==> src/rtl/vmem_hs_bridge.sv <==
`default_nettype none
// ============================================================================
// vmem_hs_bridge : DMA req/ack <-> valid/ready mapping plus kernel-op framing
// Revision       : 1.0
// ============================================================================
module vmem_hs_bridge #(
  parameter int NDMA    = 4,
  parameter int SELW    = 4,
  parameter int THRESH  = 8,
  parameter int LENW    = 16,
  parameter int CREDITS = 4
) (
  input  logic            clk,
  input  logic            reset_n,
  input  logic [NDMA-1:0] t_idma_req,
  output logic [NDMA-1:0] t_idma_ack,
  output logic [NDMA-1:0] idma_valid,
  input  logic [NDMA-1:0] idma_ready,
  input  logic [NDMA-1:0] odma_valid,
  output logic [NDMA-1:0] odma_ready,
  output logic [NDMA-1:0] i_odma_req,
  input  logic [NDMA-1:0] i_odma_ack,
  input  logic            t_ka_req,
  output logic            t_ka_ack,
  input  logic [SELW-1:0] k_ctrl,
  input  logic [LENW-1:0] k_len,
  input  logic            t_ivs_req,
  output logic            t_ivs_ack,
  output logic            tvs_valid,
  input  logic            tvs_ready,
  input  logic            ivs_valid,
  output logic            ivs_ready,
  output logic            i_ovs_req,
  input  logic            i_ovs_ack,
  output logic            busy,
  output logic            op_done
);

  localparam int OW = $clog2(CREDITS + 1);

  typedef enum logic [1:0] {
    IDLE  = 2'd0,
    RUN   = 2'd1,
    DRAIN = 2'd2
  } state_t;

  state_t          state;
  logic            mode;
  logic [LENW-1:0] rem;
  logic [OW-1:0]   outst;

  logic credit_ok;
  logic beat;
  logic ret_take;
  logic drain_exit;

  assign idma_valid = t_idma_req;
  assign t_idma_ack = idma_ready;
  assign i_odma_req = odma_valid;
  assign odma_ready = i_odma_ack;

  assign busy = (state != IDLE);

  always_comb begin
    credit_ok = (32'(outst) < CREDITS);
    tvs_valid = 1'b0;
    if (state == RUN) begin
      tvs_valid = mode ? (t_ka_req & credit_ok) : (t_ka_req & t_ivs_req);
    end
    beat      = tvs_valid & tvs_ready;
    t_ka_ack  = beat;
    t_ivs_ack = beat & ~mode;
    // Fused mode swallows returned beats; generate mode forwards them.
    i_ovs_req  = mode & ivs_valid;
    ivs_ready  = mode ? i_ovs_ack : 1'b1;
    ret_take   = mode & ivs_valid & ivs_ready & (outst != '0);
    drain_exit = ~mode | (outst == '0);
  end

  always_ff @(posedge clk or negedge reset_n) begin
    if (!reset_n) begin
      state   <= IDLE;
      mode    <= 1'b0;
      rem     <= '0;
      outst   <= '0;
      op_done <= 1'b0;
    end else begin
      op_done <= 1'b0;
      // A return alongside a beat leaves the credit count unchanged.
      if (mode) begin
        if (beat && !ret_take) begin
          outst <= outst + OW'(1);
        end else if (ret_take && !beat) begin
          outst <= outst - OW'(1);
        end
      end
      case (state)
        IDLE: begin
          if (t_ka_req) begin
            mode  <= (32'(k_ctrl) >= THRESH);
            rem   <= k_len;
            state <= (k_len != '0) ? RUN : DRAIN;
          end
        end
        RUN: begin
          if (beat) begin
            rem <= rem - LENW'(1);
            if (rem == LENW'(1)) begin
              state <= DRAIN;
            end
          end
        end
        DRAIN: begin
          if (drain_exit) begin
            state   <= IDLE;
            op_done <= 1'b1;
          end
        end
        default: state <= IDLE;
      endcase
    end
  end

endmodule
`default_nettype wire

==> config.mk <==
export PLATFORM = sky130hd
export DESIGN_NAME = vmem_hs_bridge
export DESIGN_NICKNAME = d
export VERILOG_FILES = /design/src/rtl/vmem_hs_bridge.sv
export SDC_FILE = /design/constraint.sdc
export NUM_CORES = 1
export LEC_CHECK = 0
export ABC_AREA = 1
export BUFFER_PORTS_ARGS = -buffer_cell sky130_fd_sc_hd__buf_2
export CORE_ASPECT_RATIO = 0.7
export CORE_MARGIN = 1
export CORE_UTILIZATION = 45
export CTS_CLUSTER_DIAMETER = 100
export DETAILED_ROUTE_END_ITERATION = 16
export HOLD_SLACK_MARGIN = 0.1
export PLACE_DENSITY_LB_ADDON = 0.12
export RECOVER_POWER = 25
export REMOVE_ABC_BUFFERS = 1
export SLEW_MARGIN = 5
export SYNTH_ARGS = -nofsm -noshare
export SYNTH_HDL_FRONTEND = slang
export SYNTH_SLANG_ARGS = --single-unit
==> constraint.sdc <==
create_clock -name clk -period 1.9 [get_ports clk]
set_input_delay 0.19 -clock clk [delete_from_list [all_inputs] [get_ports clk]]
set_output_delay 0.19 -clock clk [all_outputs]
set_load 0.05 [all_outputs]
==> impl_metrics.prom, run 1 <==
# TYPE chip_impl_metric gauge
chip_impl_info{name="run_status",value="finished clean"} 1
chip_impl_metric{name="postSynthCellCount",unit=""} 289
chip_impl_metric{name="totalWireLength",unit="um"} 4650
chip_impl_metric{name="design.die.area",unit="sq um"} 4390
chip_impl_metric{name="gp_congestion",unit=""} 0.853
chip_impl_metric{name="async_flop_share",unit="%"} 100
chip_impl_metric{name="grt_use_met2",unit="%"} 30.1
chip_impl_info{name="yosysTopAreaCell",value="sky130_fd_sc_hd__dfrtp_1"} 1
chip_impl_metric{name="grt_overflow",unit=""} 0
chip_impl_metric{name="worst_reg2reg_path_depth",unit=""} 9
chip_impl_metric{name="post_route_cells_drive_above_1_share",unit="%"} 22.6
chip_impl_metric{name="synth_seq_area_share",unit="%"} 31.0
chip_impl_metric{name="cellPowerDensity",unit="nW/um^2"} 1620
chip_impl_metric{name="met3_usage",unit="%"} 9.34
chip_impl_info{name="r2r_end",value="outst[2]"} 1
chip_impl_metric{name="die-width",unit="um"} 78.8
chip_impl_metric{name="setup-violations-final",unit=""} 0
chip_impl_info{name="worstHoldEndpoint",value="mode"} 1
chip_impl_metric{name="max_fclk",unit="MHz"} 555
chip_impl_metric{name="numPlacedInstances",unit=""} 364
chip_impl_metric{name="timing.final.crit_period",unit="ns"} 1.80
chip_impl_metric{name="global_route.usage.total",unit="%"} 23.1
chip_impl_metric{name="maximum_number_of_pins_on_one_net_before_global_route_repair",unit=""} 24
chip_impl_metric{name="power_switching_share",unit="%"} 51.2
chip_impl_metric{name="place_worst_setup_slack",unit="ns"} -0.0310
chip_impl_metric{name="fill_cells",unit=""} 432
chip_impl_info{name="synth_most_common_cell",value="sky130_fd_sc_hd__nand2_1"} 1
chip_impl_info{name="grt_most_used_layer",value="met1"} 1
chip_impl_info{name="worst_hold_path_type",value="input port to flop"} 1
chip_impl_metric{name="hpwl_after_detailed_placement",unit="um"} 3600
chip_impl_metric{name="grt_util_met1",unit="%"} 35.2
chip_impl_info{name="reg2reg_from",value="outst[0]"} 1
chip_impl_metric{name="grt_pass1_wl",unit="um"} 7760
chip_impl_metric{name="std_cell_rows",unit=""} 19
chip_impl_metric{name="setup_slack",unit="ns"} 0.0995
chip_impl_metric{name="synth.lib_cells_used.distinct",unit=""} 24
chip_impl_metric{name="share_clk_of_total_power",unit="%"} 9.3
chip_impl_metric{name="finalCritPeriodShare",unit="%"} 94.8
chip_impl_metric{name="holdWs",unit="ns"} 0.164
chip_impl_metric{name="arrival",unit="ns"} 1.96
chip_impl_metric{name="setup-tns-final",unit="ns"} 0
chip_impl_metric{name="final-max-slew-violation-count",unit=""} 0
chip_impl_metric{name="ff2ff_setup_slack",unit="ns"} 0.1
chip_impl_metric{name="worst_slew_margin_rel",unit="%"} 12.6
chip_impl_info{name="netlist_top_cells_area",value="sky130_fd_sc_hd__dfrtp_1 31%, sky130_fd_sc_hd__nand2_1 20%, sky130_fd_sc_hd__nor2_1 9.1%"} 1
chip_impl_metric{name="sequential_cell_area",unit="sq um"} 576
chip_impl_metric{name="max_slew.worst_pin.slew",unit="ns"} 1.31
chip_impl_metric{name="htreeDepth",unit=""} 1
chip_impl_metric{name="number_of_global_route_vias_before_repair",unit=""} 1633
chip_impl_info{name="min_from",value="k_ctrl[3]"} 1
chip_impl_metric{name="final_cells",unit=""} 371
chip_impl_metric{name="power_leakage",unit="nW"} 1.12
chip_impl_info{name="critPathCaptureType",value="flop"} 1
chip_impl_metric{name="core_area",unit="sq um"} 3950
chip_impl_metric{name="crit_required",unit="ns"} 2.06
chip_impl_metric{name="start_util",unit="%"} 47.1
chip_impl_info{name="startpoint_type_of_the_worst_setup_path",value="flop"} 1
chip_impl_metric{name="multiInputGateArea",unit="sq um"} 1040
chip_impl_metric{name="worst_voltage_drop_across_the_vdd_grid",unit="mV"} 0.974
chip_impl_metric{name="detail-route-antenna-nets",unit=""} 0
chip_impl_metric{name="antenna_violations_before_repair",unit=""} 0
chip_impl_metric{name="synth_area",unit="sq um"} 1860
chip_impl_info{name="cts_tree",value="built"} 1
chip_impl_metric{name="finalCoreUtilization",unit="%"} 53.9
chip_impl_metric{name="areaGrowthSynthToFinish",unit="%"} 14.4
chip_impl_metric{name="min_path_cells",unit=""} 3
chip_impl_metric{name="power.sequential.fraction",unit="%"} 27.8
chip_impl_metric{name="layout.nets",unit=""} 367
chip_impl_metric{name="routed-via-count",unit=""} 1792
chip_impl_metric{name="yosysWarningCount",unit=""} 0
chip_impl_info{name="ys.flop_type",value="sky130_fd_sc_hd__dfrtp_1"} 1
chip_impl_metric{name="route.detailed.wl_per_inst",unit="um"} 12.5
chip_impl_metric{name="cts_made_buffers",unit=""} 3
chip_impl_metric{name="insertion_delay",unit="ns"} 0.27
chip_impl_metric{name="internal_power",unit="mW"} 1.68
chip_impl_info{name="path_class",value="flop to flop"} 1
chip_impl_metric{name="die-height",unit="um"} 55.8
chip_impl_metric{name="synth-edff-count",unit=""} 0
chip_impl_metric{name="share_comb_of_total_power",unit="%"} 62.9
chip_impl_metric{name="postSynthAreaPerCell",unit="sq um"} 6.43
chip_impl_metric{name="post_route_drc_violation_count",unit=""} 0
chip_impl_metric{name="avgViaCountPerCell",unit=""} 4.83
chip_impl_metric{name="highest_fanout_seen_on_the_critical_path",unit=""} 3
chip_impl_metric{name="netlist.area_leader.share",unit="%"} 31.0
chip_impl_metric{name="max-cap-violations",unit=""} 0
chip_impl_metric{name="initialDrtViolationCount",unit=""} 68
chip_impl_metric{name="cts.sinks",unit=""} 23
chip_impl_metric{name="timing_hold_violations_final",unit=""} 0
chip_impl_metric{name="portBuffers",unit=""} 30
chip_impl_metric{name="clkTransAtPathRegs",unit="ns"} 0.09
chip_impl_metric{name="postSynthRegisterBits",unit=""} 23
chip_impl_metric{name="detail_route.first_pass.iterations",unit=""} 5
chip_impl_metric{name="diodes",unit=""} 0
chip_impl_metric{name="clock_path_buffers",unit=""} 2
chip_impl_metric{name="switchingPower",unit="mW"} 1.76
chip_impl_metric{name="fin_worst_skew",unit="ns"} 0.00450
chip_impl_info{name="ctsRootBufferMaster",value="sky130_fd_sc_hd__clkbuf_8"} 1
chip_impl_metric{name="num_io_pins",unit=""} 66
chip_impl_info{name="synth_top_cells_by_count",value="101 x sky130_fd_sc_hd__nand2_1, 45 x sky130_fd_sc_hd__nor2_1, 29 x sky130_fd_sc_hd__inv_1, 26 x sky130_fd_sc_hd__nand3_1, 23 x sky130_fd_sc_hd__dfrtp_1"} 1
-- final cells by class --
type | count | area share, %
multi-input combinational | 214 | 48.9
timing repair buffer | 47 | 13.3
tap | 52 | 3.06
sequential | 23 | 27.1
clock buffer | 4 | 2.12
inverter | 31 | 5.59
-- kinds of logic (layout without fill, tap and decap cells) --
family,count (synthesis),count (layout),share of synthesized area [%]
buffers and inverters,52,82,14.7
AO/OA/AOI/OAI,23,23,6.53
XOR/XNOR,2,2,0.943
AND/OR/NAND/NOR,185,185,43.8
adder cells (fa/ha/maj),4,4,3.10
flip-flops,23,23,31.0
-- registers in the layout, indices dropped and copies added, names as in the netlist --
name / cells
rem: 16
outst: 3
state: 2
mode: 1
op_done: 1
-- repair_timing --
| item | in CTS | in global routing |
|---|---|---|
| setup buffers | 0 | 2 |
| hold endpoints to repair | 23 | 0 |
| gates resized for setup | 2 | 12 |
| hold buffers | 1 | 0 |
| endpoints found under the setup margin | 1 | 1 |
| pin swaps | 0 | 4 |
-- power by group through the flow --
stage / Clock [mW] / Combinational, mW / Sequential [mW]
after floorplan: 0 / 1.44 / 0.947
after global placement: 0 / 2.05 / 0.959
after detailed placement: 0 / 2.08 / 0.961
after CTS: 0.327 / 2.09 / 0.956
after global routing: 0.347 / 2.46 / 0.994
final: 0.318 / 2.16 / 0.954
-- worst max-delay path, stage by stage, from the launching register on --
cell                      delay (ns)
sky130_fd_sc_hd__dfrtp_1        0.40
sky130_fd_sc_hd__nor2_1         0.14
sky130_fd_sc_hd__nand2_1        0.13
sky130_fd_sc_hd__nand3_2        0.11
sky130_fd_sc_hd__ha_4           0.14
sky130_fd_sc_hd__inv_2          0.04
sky130_fd_sc_hd__fa_2           0.39
sky130_fd_sc_hd__a21oi_2        0.11
sky130_fd_sc_hd__o21ai_1        0.08
sky130_fd_sc_hd__xor2_1         0.14
-- cells in the final DEF (no fill, tap or decap), drive strengths merged --
cell         instances
inv                 31
nand2              104
xor2                 2
a21oi                6
ha                   3
dlygate4sd3          1
nand3               31
or2                  1
dfrtp               23
nand3b               2
clkbuf               5
o21ai               16
buf                 45
nor2                47
fa                   1
o21bai               1
-- metal layers --
metal,routed length [um],vias up
met5,0,-
met4,0,0
met3,461,0
met2,1770,72
met1,2420,779
li1,-,941
-- through the flow --
stage	power (mW)	instance area [sq um]
after detailed placement	3.04	2020
final	3.43	2130
after global routing	3.81	2130
after CTS	3.37	2080
after floorplan	2.39	1700
after global placement	3.01	2020
-- worst max path at each step --
stage / start / endpoint / slack (ns) / depth (start not counted)
global placement: outst[2] / outst[2] / 0.03 / 11
CTS: state[1] / outst[2] / 0.02 / 11
floorplan: state[1] / outst[2] / -0.38 / 11
finish: outst[0] / outst[2] / 0.1 / 9
global route: mode / outst[2] / -0.02 / 11
detailed placement: outst[2] / outst[2] / -0.03 / 11
(Power assumes the default switching activity.)
==> run 2: changes to the inputs <==
- ABC_AREA: 1 -> not set
- CORE_UTILIZATION: 45 -> 44
==> run 2 against run 1 <==
Sequential share of layout area is 0.32 points higher. Critical path depth unchanged. Clock power down 2%. Worst hold slack lost 0.038 ns. Register-to-register slack got worse by 0.08 ns. Final cell count fell by 24%. Largest power group unchanged. Die area shrank 7.0%. Routed wire length up 11%. Sequential power fell by 28%. Core utilization rose by 4.8 points.
==> impl_metrics.prom, run 2 <==
# TYPE chip_impl_metric gauge
chip_impl_metric{name="power_switching_share",unit="%"} 36.4
chip_impl_info{name="largest_registers",value="rem x16, outst x3, state x2"} 1
chip_impl_metric{name="cellPowerDensity",unit="nW/um^2"} 863
chip_impl_metric{name="global_route.usage.total",unit="%"} 26.4
chip_impl_info{name="cp_cell_sequence",value="and2b_2 -> o21ai_2 -> nor2_2 -> ha_4 -> inv_2 -> fa_2 -> xnor2_2 -> nand2_1 -> xnor2_1"} 1
chip_impl_metric{name="max_fclk",unit="MHz"} 531
chip_impl_info{name="r2r_end",value="outst[2]"} 1
chip_impl_metric{name="postSynthRegisterBits",unit=""} 23
chip_impl_metric{name="post_route_cells_drive_above_1_share",unit="%"} 39.8
chip_impl_metric{name="cts_made_buffers",unit=""} 3
chip_impl_metric{name="power_leakage",unit="nW"} 0.934
chip_impl_info{name="setup_repair_after_global_routing_missed_its_margin",value="true"} 1
chip_impl_metric{name="maximum_number_of_pins_on_one_net_before_global_route_repair",unit=""} 24
chip_impl_metric{name="crit_required",unit="ns"} 2.06
chip_impl_info{name="netlist_top_cells_area",value="sky130_fd_sc_hd__dfrtp_1 34%, sky130_fd_sc_hd__buf_4 7.6%, sky130_fd_sc_hd__mux2i_1 4.8%"} 1
chip_impl_metric{name="ff2ff_setup_slack",unit="ns"} 0.02
chip_impl_metric{name="cp_slowest_stage_delay",unit="ns"} 0.40
chip_impl_metric{name="layout.nets",unit=""} 279
chip_impl_metric{name="crit_cells",unit=""} 9
chip_impl_info{name="ys.flop_type",value="sky130_fd_sc_hd__dfrtp_1"} 1
chip_impl_metric{name="timing_hold_violations_final",unit=""} 0
chip_impl_metric{name="areaGrowthSynthToFinish",unit="%"} 24.6
chip_impl_info{name="timing.critical_path.to",value="outst[2]"} 1
chip_impl_metric{name="share_clk_of_total_power",unit="%"} 17.1
chip_impl_metric{name="share_comb_of_total_power",unit="%"} 45.0
chip_impl_metric{name="worst_reg2reg_path_depth",unit=""} 9
chip_impl_metric{name="arrival",unit="ns"} 2.04
chip_impl_info{name="run_status",value="finished clean"} 1
chip_impl_metric{name="insertion_delay",unit="ns"} 0.26
chip_impl_metric{name="hpwl_after_detailed_placement",unit="um"} 4020
chip_impl_metric{name="fin_total_pwr",unit="mW"} 1.81
chip_impl_metric{name="fin_worst_skew",unit="ns"} 0.00208
chip_impl_metric{name="design.die.area",unit="sq um"} 4090
chip_impl_metric{name="synth-edff-count",unit=""} 0
chip_impl_metric{name="diodes",unit=""} 0
chip_impl_metric{name="worst_voltage_drop_across_the_vdd_grid",unit="mV"} 0.557
chip_impl_info{name="critPathCaptureType",value="flop"} 1
chip_impl_metric{name="synth.lib_cells_used.distinct",unit=""} 52
chip_impl_info{name="synth_most_common_cell",value="sky130_fd_sc_hd__dfrtp_1"} 1
chip_impl_metric{name="switchingPower",unit="mW"} 0.661
chip_impl_metric{name="num_io_pins",unit=""} 66
chip_impl_metric{name="initialDrtViolationCount",unit=""} 116
chip_impl_metric{name="start_util",unit="%"} 47.1
chip_impl_metric{name="gp_congestion",unit=""} 0.877
chip_impl_info{name="crit_slowest_cell",value="sky130_fd_sc_hd__dfrtp_1"} 1
chip_impl_metric{name="max-cap-violations",unit=""} 0
chip_impl_metric{name="internal_power",unit="mW"} 1.15
chip_impl_metric{name="worst_slew_margin_rel",unit="%"} 62.5
chip_impl_info{name="min_from",value="k_ctrl[3]"} 1
chip_impl_info{name="yosysTopAreaCell",value="sky130_fd_sc_hd__dfrtp_1"} 1
chip_impl_info{name="commonest_cells_after_routing_fill_and_taps_aside",value="33 x sky130_fd_sc_hd__buf_4, 30 x sky130_fd_sc_hd__buf_2, 23 x sky130_fd_sc_hd__dfrtp_1"} 1
chip_impl_metric{name="post_route_drc_violation_count",unit=""} 0
chip_impl_metric{name="avgViaCountPerCell",unit=""} 5.92
chip_impl_metric{name="setup-violations-final",unit=""} 0
chip_impl_metric{name="totalWireLength",unit="um"} 5170
chip_impl_info{name="leading_cell_type_in_the_layout_fill_and_taps_excluded",value="sky130_fd_sc_hd__buf_4"} 1
chip_impl_metric{name="grt_overflow",unit=""} 0
chip_impl_metric{name="worst-path-buf-inv",unit=""} 1
chip_impl_metric{name="cts.sinks",unit=""} 23
chip_impl_metric{name="clkTransAtPathRegs",unit="ns"} 0.08
chip_impl_metric{name="portBuffers",unit=""} 30
chip_impl_metric{name="synth_seq_area_share",unit="%"} 34.1
chip_impl_info{name="cts_tree",value="built"} 1
chip_impl_info{name="reg2reg_from",value="mode"} 1
chip_impl_metric{name="final-max-slew-violation-count",unit=""} 0
chip_impl_metric{name="async_flop_share",unit="%"} 100
chip_impl_metric{name="number_of_global_route_vias_before_repair",unit=""} 1556
chip_impl_metric{name="largest_reg_flops",unit=""} 16
chip_impl_info{name="path_delay_family",value="adder cells"} 1
chip_impl_metric{name="postSynthCellCount",unit=""} 186
chip_impl_metric{name="timing.final.crit_period",unit="ns"} 1.88
chip_impl_metric{name="std_cell_rows",unit=""} 18
chip_impl_info{name="worst_hold_path_type",value="input port to flop"} 1
chip_impl_metric{name="finalCritPeriodShare",unit="%"} 99.1
chip_impl_metric{name="highest_fanout_seen_on_the_critical_path",unit=""} 4
chip_impl_metric{name="postSynthAreaPerCell",unit="sq um"} 9.06
chip_impl_info{name="synth_top_cells_by_count",value="23 x sky130_fd_sc_hd__dfrtp_1, 17 x sky130_fd_sc_hd__buf_4, 15 x sky130_fd_sc_hd__nand2_1, 13 x sky130_fd_sc_hd__a21oi_1, 12 x sky130_fd_sc_hd__nor2_1"} 1
chip_impl_info{name="ctsRootBufferMaster",value="sky130_fd_sc_hd__clkbuf_8"} 1
chip_impl_metric{name="synth_area",unit="sq um"} 1690
chip_impl_metric{name="power.sequential.fraction",unit="%"} 37.8
chip_impl_metric{name="antenna_violations_before_repair",unit=""} 0
chip_impl_metric{name="final_area",unit="sq um"} 2100
chip_impl_metric{name="yosysWarningCount",unit=""} 0
chip_impl_metric{name="die-width",unit="um"} 76.0
chip_impl_metric{name="die-height",unit="um"} 53.8
chip_impl_info{name="path_class",value="flop to flop"} 1
chip_impl_metric{name="routed-via-count",unit=""} 1664
chip_impl_metric{name="route.detailed.wl_per_inst",unit="um"} 18.4
chip_impl_info{name="startpoint_type_of_the_worst_setup_path",value="flop"} 1
chip_impl_metric{name="detail_route.first_pass.iterations",unit=""} 4
chip_impl_metric{name="grt_pass1_wl",unit="um"} 8090
chip_impl_metric{name="detail-route-antenna-nets",unit=""} 0
chip_impl_metric{name="htreeDepth",unit=""} 1
chip_impl_metric{name="clock_path_buffers",unit=""} 2
chip_impl_info{name="max_flop_register",value="rem"} 1
chip_impl_metric{name="max_slew.worst_pin.slew",unit="ns"} 0.562
chip_impl_metric{name="core_area",unit="sq um"} 3580
chip_impl_metric{name="netlist.area_leader.share",unit="%"} 34.1
chip_impl_info{name="crit_path_start",value="mode"} 1
chip_impl_metric{name="placedInstanceArea",unit="sq um"} 1960
run 2: cell type report:
type,instances,area (sq um)
inverter,3,11.3
tap,50,62.6
multi-input combinational,137,998
timing repair buffer,64,408
fill,326,1480
clock buffer,4,45.0
sequential,23,576
run 2: worst min-delay path: stages:
cell and delay (ns):
sky130_fd_sc_hd__buf_2 0.08, sky130_fd_sc_hd__nand2_1 0.04, sky130_fd_sc_hd__nand2_1 0.05
run 2: worst min-delay path by stage:
stage,depth (start not counted),slack (ns),endpoint
6_report,3,0.13,mode
5_1_grt,3,0.15,mode
4_1_cts,3,0.12,mode
3_5_place_dp,1,0.21,rem[2]
3_3_place_gp,1,0.21,rem[3]
2_1_floorplan,0,-0.11,mode
run 2: per-stage QoR:
stage	setup TNS, ns	worst slack [ns]	hold WS, ns	instances	utilization, %
2_1_floorplan	-4.36	-1.17	-0.106	163	-
3_3_place_gp	-0.0509	-0.0280	0.208	274	54.7
3_5_place_dp	-0.146	-0.0946	0.211	274	54.7
4_1_cts	0	0.00456	0.122	281	57.5
5_1_grt	-0.150	-0.0867	0.154	281	58.7
6_report	0	0.0162	0.126	281	58.7
run 2: what timing repair did:
| action | in CTS | in global routing |
|---|---|---|
| buffers inserted | 2 | 0 |
| endpoints found under the hold margin | 23 | 0 |
| hold buffers | 1 | 0 |
| gates resized for setup | 8 | 9 |
| setup endpoints to repair | 3 | 10 |
| pin swaps | 2 | 7 |
run 2: power by group through the flow:
stage / clock network (mW) / registers (mW) / logic [mW]
final: 0.311 / 0.686 / 0.816
after detailed placement: 0 / 0.679 / 0.728
after global placement: 0 / 0.675 / 0.704
after CTS: 0.317 / 0.671 / 0.761
after global routing: 0.333 / 0.695 / 0.889
after floorplan: 0 / 0.682 / 0.380
run 2: cell families (layout without fill, tap and decap cells):
kind of cell	after synthesis	in the layout	synth area share, %
AOI/OAI and AO/OA	48	48	18.3
xor gates and xnor gates	3	3	1.56
adders and majority gates	4	4	3.42
buffers and inverters	26	71	10.8
DFF	23	23	34.1
muxes	9	9	5.42
and+or+nand+nor	73	73	26.4
run 2: metal layers:
metal	track usage (%)	wire length (um)
met5	0	0
met4	2.88	0
met3	8.81	556
met2	40.3	2210
met1	37.4	2410
==> run 3: changes to the inputs <==
==> constraint.sdc (replaced) <==
create_clock -name clk -period 1.9 [get_ports clk]
set_input_delay 0.475 -clock clk [delete_from_list [all_inputs] [get_ports clk]]
set_output_delay 0.475 -clock clk [all_outputs]
set_load 0.05 [all_outputs]
==> run 3 against run 2 <==
Sequential cell count stayed put. First-iteration DRC count decreased by 28%. Highest routed layer is now met4. Clock power up 2%. Cell area is 8.7% higher. Combinational power increased by 10%. Largest cell class unchanged. Register-to-register slack worse by 0.04 ns. Total power grew 4.7%. Global-route usage is 0.41 points higher. Fmax fell by 2.6%. Routed wire length increased by 4.6%. The flow now finishes with violations (setup timing). Clock skew rose by 0.0031 ns. Sequential share of layout area fell by 2.2 points.
==> impl_metrics.prom, run 3 (same netlist as run 2, synthesis figures left out) <==
# TYPE chip_impl_metric gauge
chip_impl_info{name="cp_cell_sequence",value="and2b_2 -> o21ai_4 -> nor2_4 -> buf_6 -> buf_8"} 1
chip_impl_info{name="leading_cell_type_in_the_layout_fill_and_taps_excluded",value="sky130_fd_sc_hd__buf_4"} 1
chip_impl_metric{name="clock_path_buffers",unit=""} 2
chip_impl_metric{name="crit_cells",unit=""} 5
chip_impl_metric{name="finalCritPeriodShare",unit="%"} 102
chip_impl_metric{name="layout.nets",unit=""} 293
chip_impl_metric{name="worst-path-buf-inv",unit=""} 2
chip_impl_metric{name="worst_reg2reg_path_depth",unit=""} 9
chip_impl_metric{name="arrival",unit="ns"} 1.46
chip_impl_metric{name="final-max-slew-violation-count",unit=""} 0
chip_impl_metric{name="gp_congestion",unit=""} 0.898
chip_impl_metric{name="timing_hold_violations_final",unit=""} 0
chip_impl_info{name="startpoint_type_of_the_worst_setup_path",value="flop"} 1
chip_impl_metric{name="cp_slowest_stage_delay",unit="ns"} 0.42
chip_impl_info{name="crit_slowest_cell",value="sky130_fd_sc_hd__dfrtp_1"} 1
chip_impl_metric{name="finalCoreUtilization",unit="%"} 63.8
chip_impl_metric{name="avgViaCountPerCell",unit=""} 5.84
chip_impl_info{name="largest_registers",value="rem x16, outst x3, state x2"} 1
chip_impl_metric{name="holdWs",unit="ns"} 0.394
chip_impl_metric{name="totalWireLength",unit="um"} 5410
chip_impl_metric{name="grt_pass1_wl",unit="um"} 8000
chip_impl_metric{name="maximum_number_of_pins_on_one_net_before_global_route_repair",unit=""} 24
chip_impl_metric{name="max_slew.worst_pin.slew",unit="ns"} 1.32
chip_impl_metric{name="design.die.area",unit="sq um"} 4090
chip_impl_info{name="setup_repair_after_global_routing_missed_its_margin",value="true"} 1
chip_impl_metric{name="placedInstanceArea",unit="sq um"} 1950
chip_impl_metric{name="detail-route-antenna-nets",unit=""} 0
chip_impl_metric{name="num_io_pins",unit=""} 66
chip_impl_metric{name="fin_total_pwr",unit="mW"} 1.90
chip_impl_metric{name="numPlacedInstances",unit=""} 273
chip_impl_metric{name="timing.final.crit_period",unit="ns"} 1.93
chip_impl_metric{name="power_leakage",unit="nW"} 1.01
chip_impl_metric{name="fin_worst_skew",unit="ns"} 0.00514
chip_impl_metric{name="final_cells",unit=""} 295
chip_impl_metric{name="setup_slack",unit="ns"} -0.0332
chip_impl_metric{name="cts_made_buffers",unit=""} 3
chip_impl_info{name="crit_path_start",value="mode"} 1
chip_impl_metric{name="htreeDepth",unit=""} 1
chip_impl_info{name="reg2reg_from",value="mode"} 1
chip_impl_metric{name="place_worst_setup_slack",unit="ns"} -0.225
chip_impl_metric{name="post_route_drc_violation_count",unit=""} 0
chip_impl_info{name="ctsRootBufferMaster",value="sky130_fd_sc_hd__clkbuf_8"} 1
chip_impl_metric{name="clkTransAtPathRegs",unit="ns"} 0.09
chip_impl_metric{name="route.detailed.wl_per_inst",unit="um"} 18.3
chip_impl_metric{name="core_area",unit="sq um"} 3580
chip_impl_metric{name="antenna_violations_before_repair",unit=""} 0
chip_impl_metric{name="die-width",unit="um"} 76.0
chip_impl_metric{name="crit_required",unit="ns"} 1.42
chip_impl_metric{name="worst_voltage_drop_across_the_vdd_grid",unit="mV"} 0.347
chip_impl_metric{name="setup-tns-final",unit="ns"} -0.137
chip_impl_metric{name="largest_reg_flops",unit=""} 16
chip_impl_metric{name="post_route_cells_drive_above_1_share",unit="%"} 44.9
chip_impl_info{name="violations",value="setup timing"} 1
chip_impl_info{name="timing.critical_path.to",value="t_ka_ack"} 1
chip_impl_metric{name="cellPowerDensity",unit="nW/um^2"} 831
chip_impl_metric{name="worst_slew_margin_rel",unit="%"} 12.1
chip_impl_info{name="max_flop_register",value="rem"} 1
chip_impl_info{name="run_status",value="finished, violations left"} 1
chip_impl_info{name="cts_tree",value="built"} 1
chip_impl_info{name="path_class",value="flop to primary output"} 1
chip_impl_metric{name="std_cell_rows",unit=""} 18
chip_impl_metric{name="start_util",unit="%"} 47.1
chip_impl_metric{name="max_fclk",unit="MHz"} 517
chip_impl_info{name="critPathCaptureType",value="primary output"} 1
chip_impl_metric{name="grt_overflow",unit=""} 0
chip_impl_info{name="commonest_cells_after_routing_fill_and_taps_aside",value="46 x sky130_fd_sc_hd__buf_4, 26 x sky130_fd_sc_hd__buf_2, 23 x sky130_fd_sc_hd__dfrtp_1"} 1
chip_impl_metric{name="fill_cells",unit=""} 301
chip_impl_metric{name="ff2ff_setup_slack",unit="ns"} -0.02
chip_impl_metric{name="routed-via-count",unit=""} 1723
chip_impl_metric{name="number_of_global_route_vias_before_repair",unit=""} 1594
chip_impl_metric{name="diodes",unit=""} 0
chip_impl_metric{name="portBuffers",unit=""} 30
chip_impl_info{name="r2r_end",value="outst[2]"} 1
chip_impl_metric{name="setup-violations-final",unit=""} 7
chip_impl_metric{name="areaGrowthSynthToFinish",unit="%"} 35.5
chip_impl_metric{name="die-height",unit="um"} 53.8
chip_impl_metric{name="max-cap-violations",unit=""} 0
chip_impl_metric{name="hpwl_after_detailed_placement",unit="um"} 3970
chip_impl_metric{name="initialDrtViolationCount",unit=""} 84
chip_impl_metric{name="cts.sinks",unit=""} 23
chip_impl_info{name="path_delay_family",value="flip-flops"} 1
chip_impl_metric{name="highest_fanout_seen_on_the_critical_path",unit=""} 4
chip_impl_metric{name="insertion_delay",unit="ns"} 0.27
chip_impl_info{name="worst_hold_path_type",value="input port to flop"} 1
chip_impl_metric{name="final_area",unit="sq um"} 2280
chip_impl_metric{name="global_route.usage.total",unit="%"} 26.8
chip_impl_metric{name="detail_route.first_pass.iterations",unit=""} 4
## run 3: cell count changes in the layout (fill, tap and decap cells not counted), sizes merged
| cell | delta |
|---|---|
| buf | +14 |
| clkbuf | +1 |
| dlygate4sd3 | -1 |
## run 3: area by class of cell
cell class	instances	area, sq um	area share, %
sequential	23	576	25.2
inverter	3	11.3	0.493
timing repair buffer	78	539	23.6
clock buffer	4	45.0	1.97
tap	50	62.6	2.74
multi-input combinational	137	1050	46.0
## run 3: tightest hold or removal path, stage by stage
cell	delay [ns]
sky130_fd_sc_hd__buf_2	0.07
sky130_fd_sc_hd__nand2_1	0.04
sky130_fd_sc_hd__nand2_1	0.05
## run 3: worst min path at each step
stage               endpoint  cells past startpoint       from
floorplan               mode                      0    reset_n
global placement      rem[3]                      1    reset_n
detailed placement    rem[2]                      1    reset_n
CTS                   rem[2]                      1    reset_n
global route            mode                      3  k_ctrl[3]
finish                  mode                      3  k_ctrl[3]
## run 3: report_power, final
| group | switching (mW) | internal [mW] |
|---|---|---|
| Clock | 0.168 | 0.150 |
| Combinational | 0.422 | 0.479 |
| Sequential | 0.102 | 0.577 |
| Total | 0.692 | 1.21 |
## run 3: what timing repair did
item                                    4_1_cts  5_1_grt
endpoints found under the setup margin        8       15
gates resized for setup                      17       18
setup buffers                                 4       14
pin swaps                                     6       10
hold buffers                                  0        0
## run 3: per-layer routing
layer  wire [um]  GRT usage (%)
met1        2470           36.0
met2        2350           40.5
met3         519           8.98
met4          67           9.29
met5           0           2.50
